<file path="src/rtl/hazard_forward_unit.sv">
// Purpose : EX operand forwarding select, ID load-use / multi-cycle hazard stall, one-entry MUL/DIV scoreboard.
// Latency : forwarding and stall are combinational; scoreboard state and stall counter update on the clock edge.
// Backpr. : Stall_o holds PC and IF/ID while Bubble_o inserts a NOP into ID/EX; a stalled MC issue is retried.
//
// Ports:
//   clk_i, rst_i                      clock, synchronous active-high reset
//   ID_Rs_i / ID_RsUsed_i             ID-stage source registers and per-operand read enables
//   EX_Rs_i, EX_MemRead_i, EX_Rd_i    EX-stage sources, load flag and destination
//   MEM_/WB_RegWrite_i, MEM_/WB_Rd_i  writeback candidates for forwarding
//   MC_Issue_i, MC_Rd_i               ID instruction issuing to the multi-cycle unit
//   Forward_o                         per-operand select: 10 MEM, 01 WB, 00 register file
//   Stall_o, Bubble_o                 hazard hold / NOP insertion (identical)
//   MC_Busy_o, MC_Done_o              multi-cycle unit occupied / last busy cycle
//   Stall_Cnt_o                       saturating count of stalled cycles
module hazard_forward_unit #(
    parameter int NUM_SRC = 2,
    parameter int RA_W    = 5,
    parameter int MC_LAT  = 4,
    parameter int CNT_W   = 16
) (
    input  logic                      clk_i,
    input  logic                      rst_i,
    input  logic [NUM_SRC*RA_W-1:0]   ID_Rs_i,
    input  logic [NUM_SRC-1:0]        ID_RsUsed_i,
    input  logic [NUM_SRC*RA_W-1:0]   EX_Rs_i,
    input  logic                      EX_MemRead_i,
    input  logic [RA_W-1:0]           EX_Rd_i,
    input  logic                      MEM_RegWrite_i,
    input  logic [RA_W-1:0]           MEM_Rd_i,
    input  logic                      WB_RegWrite_i,
    input  logic [RA_W-1:0]           WB_Rd_i,
    input  logic                      MC_Issue_i,
    input  logic [RA_W-1:0]           MC_Rd_i,
    output logic [NUM_SRC*2-1:0]      Forward_o,
    output logic                      Stall_o,
    output logic                      Bubble_o,
    output logic                      MC_Busy_o,
    output logic                      MC_Done_o,
    output logic [CNT_W-1:0]          Stall_Cnt_o
);

    // Countdown width; a single-cycle unit still needs one bit.
    localparam int CW = (MC_LAT > 1) ? $clog2(MC_LAT) : 1;

    typedef enum logic {S_IDLE, S_BUSY} state_t;

    state_t            state_q, state_d;
    logic [CW-1:0]     cnt_q, cnt_d;
    logic [RA_W-1:0]   pend_rd_q, pend_rd_d;
    logic [CNT_W-1:0]  stall_cnt_q, stall_cnt_d;

    logic [NUM_SRC*2-1:0] fwd;
    logic lu, mc_raw, mc_struct, stall, busy;

    assign busy = (state_q == S_BUSY);

    // Forwarding: youngest producer (MEM) wins over WB; x0 is never forwarded.
    always_comb begin
        fwd = '0;
        for (int k = 0; k < NUM_SRC; k++) begin
            if (MEM_RegWrite_i && (MEM_Rd_i != '0) && (MEM_Rd_i == EX_Rs_i[k*RA_W +: RA_W]))
                fwd[2*k +: 2] = 2'b10;
            else if (WB_RegWrite_i && (WB_Rd_i != '0) && (WB_Rd_i == EX_Rs_i[k*RA_W +: RA_W]))
                fwd[2*k +: 2] = 2'b01;
        end
    end

    // Hazard detection against the load in EX and the pending multi-cycle result.
    always_comb begin
        lu     = 1'b0;
        mc_raw = 1'b0;
        for (int k = 0; k < NUM_SRC; k++) begin
            if (ID_RsUsed_i[k] && (ID_Rs_i[k*RA_W +: RA_W] == EX_Rd_i))
                lu = 1'b1;
            if (ID_RsUsed_i[k] && (ID_Rs_i[k*RA_W +: RA_W] == pend_rd_q))
                mc_raw = 1'b1;
        end
        lu        = lu && EX_MemRead_i && (EX_Rd_i != '0);
        mc_raw    = mc_raw && busy && (pend_rd_q != '0);
        // The unit holds one op; a new issue waits until the unit is back to IDLE.
        mc_struct = busy && MC_Issue_i;
        stall     = !rst_i && (lu || mc_raw || mc_struct);
    end

    // Scoreboard next state and saturating stall counter.
    always_comb begin
        state_d     = state_q;
        cnt_d       = cnt_q;
        pend_rd_d   = pend_rd_q;
        stall_cnt_d = stall_cnt_q;
        case (state_q)
            S_IDLE: begin
                if (MC_Issue_i && !stall) begin
                    state_d   = S_BUSY;
                    cnt_d     = CW'(MC_LAT - 1);
                    pend_rd_d = MC_Rd_i;
                end
            end
            S_BUSY: begin
                if (cnt_q != '0)
                    cnt_d = cnt_q - CW'(1);
                else
                    state_d = S_IDLE;
            end
            default: state_d = S_IDLE;
        endcase
        if (stall && (stall_cnt_q != '1))
            stall_cnt_d = stall_cnt_q + CNT_W'(1);
    end

    always_ff @(posedge clk_i) begin
        if (rst_i) begin
            state_q     <= S_IDLE;
            cnt_q       <= '0;
            pend_rd_q   <= '0;
            stall_cnt_q <= '0;
        end else begin
            state_q     <= state_d;
            cnt_q       <= cnt_d;
            pend_rd_q   <= pend_rd_d;
            stall_cnt_q <= stall_cnt_d;
        end
    end

    assign Forward_o   = fwd;
    assign Stall_o     = stall;
    assign Bubble_o    = stall;
    assign MC_Busy_o   = busy;
    assign MC_Done_o   = busy && (cnt_q == '0);
    assign Stall_Cnt_o = stall_cnt_q;

endmodule

</file>
<file path="config.mk">
export PLATFORM = sky130hd
export DESIGN_NAME = hazard_forward_unit
export DESIGN_NICKNAME = d
export VERILOG_FILES = /design/src/rtl/hazard_forward_unit.sv
export SDC_FILE = /design/constraint.sdc
export NUM_CORES = 1
export LEC_CHECK = 0
export BUFFER_PORTS_ARGS = -buffer_cell sky130_fd_sc_hd__buf_2
export CORE_MARGIN = 1.5
export CORE_UTILIZATION = 40
export CTS_CLUSTER_DIAMETER = 40
export DETAILED_ROUTE_END_ITERATION = 10
export GPL_ROUTABILITY_DRIVEN = 0
export PLACE_DENSITY = 0.67
export SETUP_SLACK_MARGIN = 0.02
export SLEW_MARGIN = 25
export SYNTH_ARGS = -nofsm -noshare
export SYNTH_HDL_FRONTEND = slang
export SYNTH_SLANG_ARGS = --single-unit
</file>
<file path="constraint.sdc">
create_clock -name clk_i -period 2.85 [get_ports clk_i]
set_input_delay 0.4275 -clock clk_i [delete_from_list [all_inputs] [get_ports clk_i]]
set_output_delay 0.4275 -clock clk_i [all_outputs]
set_load 0.1 [all_outputs]
</file>
==> impl_results.md, run 1 <==
- Status: completed
- First-pass GRT wire length: 6600 µm
- Post-CTS resize count: 0
- Grt ovf: 0
- Clk root buf: clkbuf_8
- Starting DRT DRC Count: 34
- Final Hold Fails: 0
- Clk_skew: 0.00221 ns
- Area share of fa/ha/maj cells after synthesis: 1.46%
- Final setup margin: 0.323 ns
- Dpl ws: 0.359 ns
- Synth unique cells: 46
- Final Cell Area: 2230 µm²
- Core area: 4060 µm²
- Vias in the first global route: 1,521
- Commonest non-fill, non-tap cell in the layout: buf_2
- Max-cap violations: 0
- Synth Instances: 200
- R2r endpoint: Stall_Cnt_o[8]
- Final min period: 2.53 ns
- Sequential share of power: 43.1%
- Power Density: 373 nW/µm²
- Fin Setup TNS: 0 ns
- Slew Viols, Final: 0
- Fill count: 383
- Clock latency on the worst-skew pair: 0.27 ns
- DR WL/cell: 13.1 µm
- Worst r2r path cells: 8
- Synth Register Bits: 24
- Die H: 68.4 µm
- Port bufs: 71
- Post-Syn Nets: 250
- Via Count: 1,649
- H-tree levels: 1
- Post-Synth XOR/XNOR Area: 21.5%
- Ant. Diodes: 0
- CTS Buf Count: 3
- Mapped Area: 1710 µm²
- Full die area: 4680 µm²
- Peak VDD IR: 0.394 mV
- Largest family of logic cells by synthesized area: simple AND/OR/NAND/NOR gates
- CTS tree: yes
- Number of enable flip-flop cells after synthesis: 0
- Tcrit/Tclk final: 88.7%
- Initial antenna violation count: 0
- Nature of the critical path startpoint: flip-flop
- Total iterations of the first detailed-routing run: 4
- DR DRC count: 0
- Clk pwr share: 28.4%
- Boundary pin count: 72
- Slew @ Worst Pin: 0.564 ns
- CTS Buffer Depth: 2
- Final Setup Violations: 0
- Crit path from: pend_rd_q[3]
- Most frequent cells in the layout: buf_2 (71), xnor2_1 (27), dfxtp_1 (24)
- Initial Utilization: 42.2%
- Critical path peak fanout: 4
- Gate power share: 28.5%
- Die Wd: 68.4 µm
- RSZ-0062 raised after global routing: no
- GRT Overall Usage: 18.5%
- Worst relative slew slack: 62.4%
- Synthesis-to-layout area growth: 30.4%
- FP Rows: 23
- Critical Path AT: 2.10 ns
- Final nets: 320
- Pwr Total: 0.000833 W
- Synth Area in Compound Gates: 14.0%
- Post-DP Area: 2180 µm²
- Seq/Total Area, Yosys: 28.0%
- # clock sinks: 24
- Reg2reg start: pend_rd_q[3]
- Post-synthesis mux area share: 5.04%
- Hold/Removal Path Class: in -> reg
- DP HPWL: 3350 µm
- Synth Warn #: 0
- Leak Pwr: 0.926 nW
- Via density per instance: 5.17
- CP Data Required Time: 2.42 ns
- Critical Path End: Bubble_o
- Max Freq: 396 MHz
- DRT antenna net count: 0
- Layout cells sized above 1: 34.6%
- Flop-to-flop setup slack: 0.37 ns
- CTS clock-pin slew for the worst setup and hold paths: 0.09 ns
- Ys async rst share: 0%
- Syn_area_per_cell: 8.56 µm²
- CP Capture Type: primary output
- Switching part of the total power: 32.3%
- DRT Wirelength: 4170 µm
- Synth Area in Simple Gates: 25.6%
- Setup Fix Bufs, Post-CTS: 0
- Psw: 0.000269 W
- P_int: 0.000564 W
- Pin count of the biggest net entering global routing: 33
- # hold bufs at CTS: 0
- Prevailing post-synth register cell: dfxtp_1
- Setup CP Type: reg -> out
registers in the layout (all words and copies together), names as in the netlist:
register     flops
cnt_q            2
MC_Busy_o        1
pend_rd_q        5
Stall_Cnt_o     16
synthesized netlist by cell type, types with 2 or more instances:
master	n	area, µm²
o31a_1	2	17.5
nor3_2	2	20.0
o21ba_1	2	20.0
nor2_1	17	63.8
o21ai_1	3	15.0
nor4_1	6	37.5
dfxtp_1	24	480
nand2_1	9	33.8
and2_1	2	12.5
or4_1	10	75.1
ha_1	2	25.0
o21ai_0	2	10.0
o31ai_1	4	30.0
nand2b_1	2	12.5
inv_1	7	26.3
nor2b_1	4	25.0
nand3b_1	2	15.0
nor3_1	3	15.0
a21oi_1	8	40.0
nand4_1	7	43.8
buf_6	2	22.5
xor2_1	15	131
clkbuf_1	4	15.0
nand3_1	8	40.0
xnor2_1	27	236
mux2i_1	6	60.1
worst max-delay path, cell delays in order, from the launching register on:
cell     delay [ns]
dfxtp_1        0.36
or4_4          0.56
nor2_4         0.11
nor3_2         0.06
o31ai_4        0.31
a21oi_4        0.10
buf_2          0.32
final cells by class:
cell class                 instances  area, µm²  area share [%]
sequential                        24        480            21.5
inverter                           7       26.3            1.18
tap                               50       62.6            2.80
clock buffer                       4       55.1            2.46
multi-input combinational        161       1240            55.5
timing repair buffer              73        370            16.6
layer usage:
metal / global-route usage, % / share of wire (%) / vias to the layer above
met4: 5.75 / 0.86 / 0
met1: 23.4 / 45 / 743
met3: 2.47 / 6.0 / 4
met2: 32.2 / 48 / 48
met5: 0 / 0 / -
li1: - / - / 854
worst min-delay path by stage:
stage               start            to  slack, ns  depth (start not counted)
2_1_floorplan    cnt_q[0]      cnt_q[0]       0.45                          2
3_3_place_gp     cnt_q[0]      cnt_q[0]       0.46                          2
3_5_place_dp     cnt_q[0]      cnt_q[0]       0.47                          2
4_1_cts        MC_Rd_i[2]  pend_rd_q[2]       0.39                          3
5_1_grt        MC_Rd_i[0]  pend_rd_q[0]       0.40                          3
6_report       MC_Rd_i[2]  pend_rd_q[2]       0.39                          3
stage by stage:
stage	std cells	hold WS [ns]	utilization, %
after floorplan	200	0.447	-
after global placement	315	0.464	53.7
after global routing	319	0.398	55.0
final	319	0.389	55.0
after CTS	319	0.391	55.0
after detailed placement	315	0.468	53.7
cell families after synthesis:
family                   after synthesis
AND/OR/NAND/NOR                       77
buffers and inverters                 15
adder cells (fa/ha/maj)                2
XOR/XNOR                              42
AO/OA/AOI/OAI                         32
multiplexers                           8
flip-flops                            24
power groups by stage:
stage	clock, W	sequential [W]	combinational, W
after floorplan	0	0.000386	0.000149
after CTS	0.000243	0.000359	0.000240
after global routing	0.000260	0.000361	0.000259
after detailed placement	0	0.000367	0.000239
final	0.000236	0.000359	0.000237
after global placement	0	0.000367	0.000237
Note: power is estimated with default switching activity, not from simulation.
==> run 2: changes to the inputs <==
Settings changed: CORE_MARGIN 1.5 to 5.
==> run 2 against run 1 <==
Net effect: clock skew rose by 0.0078 ns; register-to-register slack gained 0.21 ns; clock power up 25%; routed wire length increased by 3.0%; via count is 0.79% higher; critical path depth is the same; critical path type unchanged; largest power group unchanged.
==> impl_results.md, run 2 (synthesized netlist as in run 1, its figures left out) <==
- Status: completed
- RSZ-0062 raised after global routing: no
- DR WL/cell: 13.4 µm
- Clk_skew: 0.00996 ns
- Final min period: 2.51 ns
- Max Freq: 398 MHz
- Pwr Total: 0.000894 W
- Slew Viols, Final: 0
- Final Hold Fails: 0
- Die H: 75.4 µm
- Commonest non-fill, non-tap cell in the layout: buf_2
- Leak Pwr: 0.938 nW
- Fin Setup TNS: 0 ns
- Clk root buf: clkbuf_8
- H-tree levels: 1
- Crit path from: pend_rd_q[3]
- Setup Fix Bufs, Post-CTS: 0
- Worst relative slew slack: 62.5%
- Via Count: 1,662
- # clock sinks: 24
- Fill count: 398
- Final Setup Violations: 0
- Flop-to-flop setup slack: 0.58 ns
- Setup CP Type: reg -> out
- R2r endpoint: Stall_Cnt_o[2]
- Critical path peak fanout: 4
- Port bufs: 71
- Synthesis-to-layout area growth: 31.8%
- Boundary pin count: 72
- Initial Utilization: 41.9%
- Full die area: 5690 µm²
- Core area: 4090 µm²
- First-pass GRT wire length: 6730 µm
- Total iterations of the first detailed-routing run: 4
- CTS clock-pin slew for the worst setup and hold paths: 0.08 ns
- CTS tree: yes
- Critical Path AT: 2.08 ns
- CP Capture Type: primary output
- Nature of the critical path startpoint: flip-flop
- Die Wd: 75.4 µm
- Slew @ Worst Pin: 0.562 ns
- Initial antenna violation count: 0
- Tcrit/Tclk final: 88.2%
- Worst r2r path cells: 8
- CP Data Required Time: 2.42 ns
- Layout cells sized above 1: 34.8%
- Power Density: 396 nW/µm²
- Largest register FFs: 16
- CTS Buf Count: 3
- DRT Wirelength: 4290 µm
- Critical Path End: Bubble_o
- Peak VDD IR: 0.403 mV
- DR DRC count: 0
- Ant. Diodes: 0
- Post-CTS resize count: 0
- Hold/Removal Path Class: in -> reg
- Max-cap violations: 0
- CTS Buffer Depth: 2
- Reg2reg start: pend_rd_q[3]
- # hold bufs at CTS: 0
- Clock latency on the worst-skew pair: 0.27 ns
- GRT Overall Usage: 14.8%
- Vias in the first global route: 1,549
- Most frequent cells in the layout: buf_2 (71), xnor2_1 (27), dfxtp_1 (24)
- DP HPWL: 3530 µm
- Via density per instance: 5.19
- Final nets: 321
- FP Rows: 23
- Pin count of the biggest net entering global routing: 33
- Starting DRT DRC Count: 33
- DRT antenna net count: 0
- Grt ovf: 0
[run 2: cell count changes in the layout (fill, tap and decap cells not counted)]
cell       change
bufinv_16      +1
buf_4          +1
clkbuf_8       -1
[run 2: metal layers]
layer | share of wire (%) | vias up | wire length [µm] | GRT usage [%]
li1 | - | 859 | - | -
met1 | 43 | 747 | 1850 | 18.5
met5 | 0 | - | 0 | 0
met4 | 0.70 | 0 | 30 | 4.66
met2 | 47 | 52 | 2000 | 24.6
met3 | 9.6 | 4 | 413 | 3.96
[run 2: how the worst min path moves through the flow]
stage,from,end,slack [ns],cells after the start
2_1_floorplan,cnt_q[0],cnt_q[0],0.45,2
3_3_place_gp,cnt_q[0],cnt_q[0],0.47,2
3_5_place_dp,cnt_q[0],cnt_q[0],0.47,2
4_1_cts,MC_Rd_i[3],pend_rd_q[3],0.40,3
5_1_grt,MC_Rd_i[1],pend_rd_q[1],0.42,3
6_report,MC_Rd_i[3],pend_rd_q[3],0.40,3
[run 2: worst max-delay path: stages (launching register included)]
cell and delay (ns):
dfxtp_1 0.36, or4_4 0.56, nor2_4 0.11, nor3_2 0.06, o31ai_4 0.31, a21oi_4 0.10, buf_2 0.32
[run 2: area by class of cell]
class,instances,area [µm²],share of cell area [%]
Inverter,7,26.3,1.16
Clock buffer,3,41.3,1.83
Multi-Input combinational cell,161,1240,54.9
Tap cell,50,62.6,2.77
Clock inverter,1,30.0,1.33
Sequential cell,24,480,21.3
Timing Repair Buffer,74,378,16.7
[run 2: where the power goes]
part	internal [W]	switching [W]	total [W]
Clock	0.000188	0.000108	0.000295
Sequential	0.000346	0.0000127	0.000359
Combinational	0.0000954	0.000144	0.000240
[run 2: metrics by stage]
| step | util (%) | cells | setup slack, ns | hold slack, ns | instance area (µm²) |
|---|---|---|---|---|---|
| 6_report | 55.2 | 320 | 0.338 | 0.400 | 2260 |
| 5_1_grt | 55.2 | 320 | 0.263 | 0.417 | 2260 |
| 4_1_cts | 55.2 | 320 | 0.322 | 0.397 | 2260 |
| 3_5_place_dp | 53.5 | 316 | 0.370 | 0.468 | 2190 |
| 3_3_place_gp | 53.5 | 316 | 0.386 | 0.466 | 2190 |
| 2_1_floorplan | - | 200 | 0.0270 | 0.447 | 1800 |
==> run 3: changes to the inputs <==
Settings changed: MAX_ROUTING_LAYER set to met4.
==> run 3 against run 2 <==
Net effect: sequential share of layout area unchanged; first-iteration DRC count fell by 18%; clock power barely moved; clock skew is essentially flat; largest cell class unchanged; count of clock-buffer cells in the layout stayed put; total power barely moved; combinational power about the same; die area stayed put; hold slack is essentially flat; largest power group unchanged.
==> impl_results.md, run 3 (synthesized netlist as in run 1, its figures left out) <==
- Status: completed
- Boundary pin count: 72
- Hold/Removal Path Class: in -> reg
- Dpl ws: 0.370 ns
- Port bufs: 71
- Via Count: 1,649
- Initial Utilization: 41.9%
- Die Wd: 75.4 µm
- Crit path cell chain: or4_4 > nor2_4 > nor3_2 > o31ai_4 > a21oi_4 > buf_2
- Peak VDD IR: 0.404 mV
- Final nets: 321
- Slew Viols, Final: 0
- Worst relative slew slack: 62.7%
- Cells after DPL: 316
- Synthesis-to-layout area growth: 31.8%
- Nature of the critical path startpoint: flip-flop
- Max Freq: 398 MHz
- Worst Path Buf+Inv: 1
- Final min period: 2.51 ns
- Max incr delay on CP: 0.56 ns
- Reg2reg start: pend_rd_q[3]
- Layout cells sized above 1: 34.8%
- Final setup margin: 0.337 ns
- # hold bufs at CTS: 0
- Largest register FFs: 16
- DRT antenna net count: 0
- DR DRC count: 0
- Slew @ Worst Pin: 0.560 ns
- Setup CP Type: reg -> out
- Post-route insts no fill: 320
- Fin Setup TNS: 0 ns
- Critical Path AT: 2.09 ns
- CTS Buffer Depth: 2
- Final Setup Violations: 0
- CP Data Required Time: 2.42 ns
- CTS Buf Count: 3
- Flop-to-flop setup slack: 0.58 ns
- Clk_skew: 0.0101 ns
- Post-CTS resize count: 0
- Fill count: 398
- Top cell family by delay on the critical path: simple AND/OR/NAND/NOR gates
- R2r endpoint: Stall_Cnt_o[2]
- Hold Path Cell Cnt: 3
- CTS clock-pin slew for the worst setup and hold paths: 0.08 ns
- Initial antenna violation count: 0
- DP HPWL: 3530 µm
- Most frequent cells in the layout: buf_2 (71), xnor2_1 (27), dfxtp_1 (24)
- Total iterations of the first detailed-routing run: 4
- Vias in the first global route: 1,549
- DR WL/cell: 13.4 µm
- Hold EP: pend_rd_q[3]
- Full die area: 5690 µm²
- First-pass GRT wire length: 6740 µm
- H-tree levels: 1
- GRT Overall Usage: 15.2%
- Die H: 75.4 µm
- Via density per instance: 5.15
- CTS tree: yes
- Leak Pwr: 0.938 nW
- Final Hold Fails: 0
- Clock latency on the worst-skew pair: 0.27 ns
- Clk root buf: clkbuf_8
- Starting DRT DRC Count: 27
- Hold path start: MC_Rd_i[3]
- Storage cell area: 480 µm²
- Commonest non-fill, non-tap cell in the layout: buf_2
- Ant. Diodes: 0
- Critical path peak fanout: 4
- Setup Fix Bufs, Post-CTS: 0
- Worst r2r path cells: 8
- Max-cap violations: 0
- # clock sinks: 24
- Area of the multi-input gates: 1240 µm²
- Pin count of the biggest net entering global routing: 33
- Core area: 4090 µm²
- Slowest stage cell, crit path: or4_4
- Power Density: 396 nW/µm²
- DRT Wirelength: 4300 µm
- Tcrit/Tclk final: 88.2%
- FP Rows: 23
- CP Capture Type: primary output
- RSZ-0062 raised after global routing: no
- Grt ovf: 0
-- run 3: cell counts in the layout (fill, tap and decap cells not counted) --
Identical to the previous run, type by type.
-- run 3: per-stage QoR --
stage | cell area (µm²) | hold WS, ns | total power [W] | util, %
floorplan | 1800 | 0.447 | 0.000535 | -
global placement | 2190 | 0.466 | 0.000604 | 53.5
detailed placement | 2190 | 0.468 | 0.000607 | 53.5
CTS | 2260 | 0.397 | 0.000906 | 55.2
global route | 2260 | 0.417 | 0.000939 | 55.2
finish | 2260 | 0.399 | 0.000895 | 55.2
-- run 3: metal layers --
layer	wire (µm)	GRT usage [%]	part of all wire [%]	vias up
met4	29	4.66	0.67	0
met5	0	-	0	-
li1	-	-	-	856
met3	393	3.69	9.1	4
met2	2010	24.6	47	50
met1	1870	18.7	43	739
-- run 3: report_power, final --
group          total, W  switching [W]  internal [W]  leakage, nW
registers      0.000359      0.0000127      0.000346        0.195
logic          0.000240       0.000144     0.0000954        0.707
clock network  0.000296       0.000108      0.000188       0.0357
total          0.000895       0.000265      0.000630        0.938
-- run 3: how the worst max path moves through the flow --
stage / to / cells past startpoint / slack (ns) / start
6_report: Bubble_o / 6 / 0.34 / pend_rd_q[3]
5_1_grt: Forward_o[2] / 6 / 0.26 / WB_Rd_i[1]
4_1_cts: Bubble_o / 6 / 0.32 / pend_rd_q[3]
3_5_place_dp: Forward_o[2] / 6 / 0.37 / WB_Rd_i[1]
3_3_place_gp: Forward_o[0] / 6 / 0.39 / WB_Rd_i[3]
2_1_floorplan: Forward_o[0] / 4 / 0.03 / MEM_Rd_i[1]
-- run 3: cell type report --
cell class	count	area share (%)
Clock buffer	3	1.83
Clock inverter	1	1.33
Inverter	7	1.16
Multi-Input combinational cell	161	54.9
Sequential cell	24	21.3
Tap cell	50	2.77
Timing Repair Buffer	74	16.7
-- run 3: worst reg2reg max path, delay by kind of cell, from the launching register on --
kind            cells  cell delay (ns)
simple gates        4             0.79
flops               1             0.36
mux                 1             0.28
compound gates      2             0.57
buf+inv             1             0.17
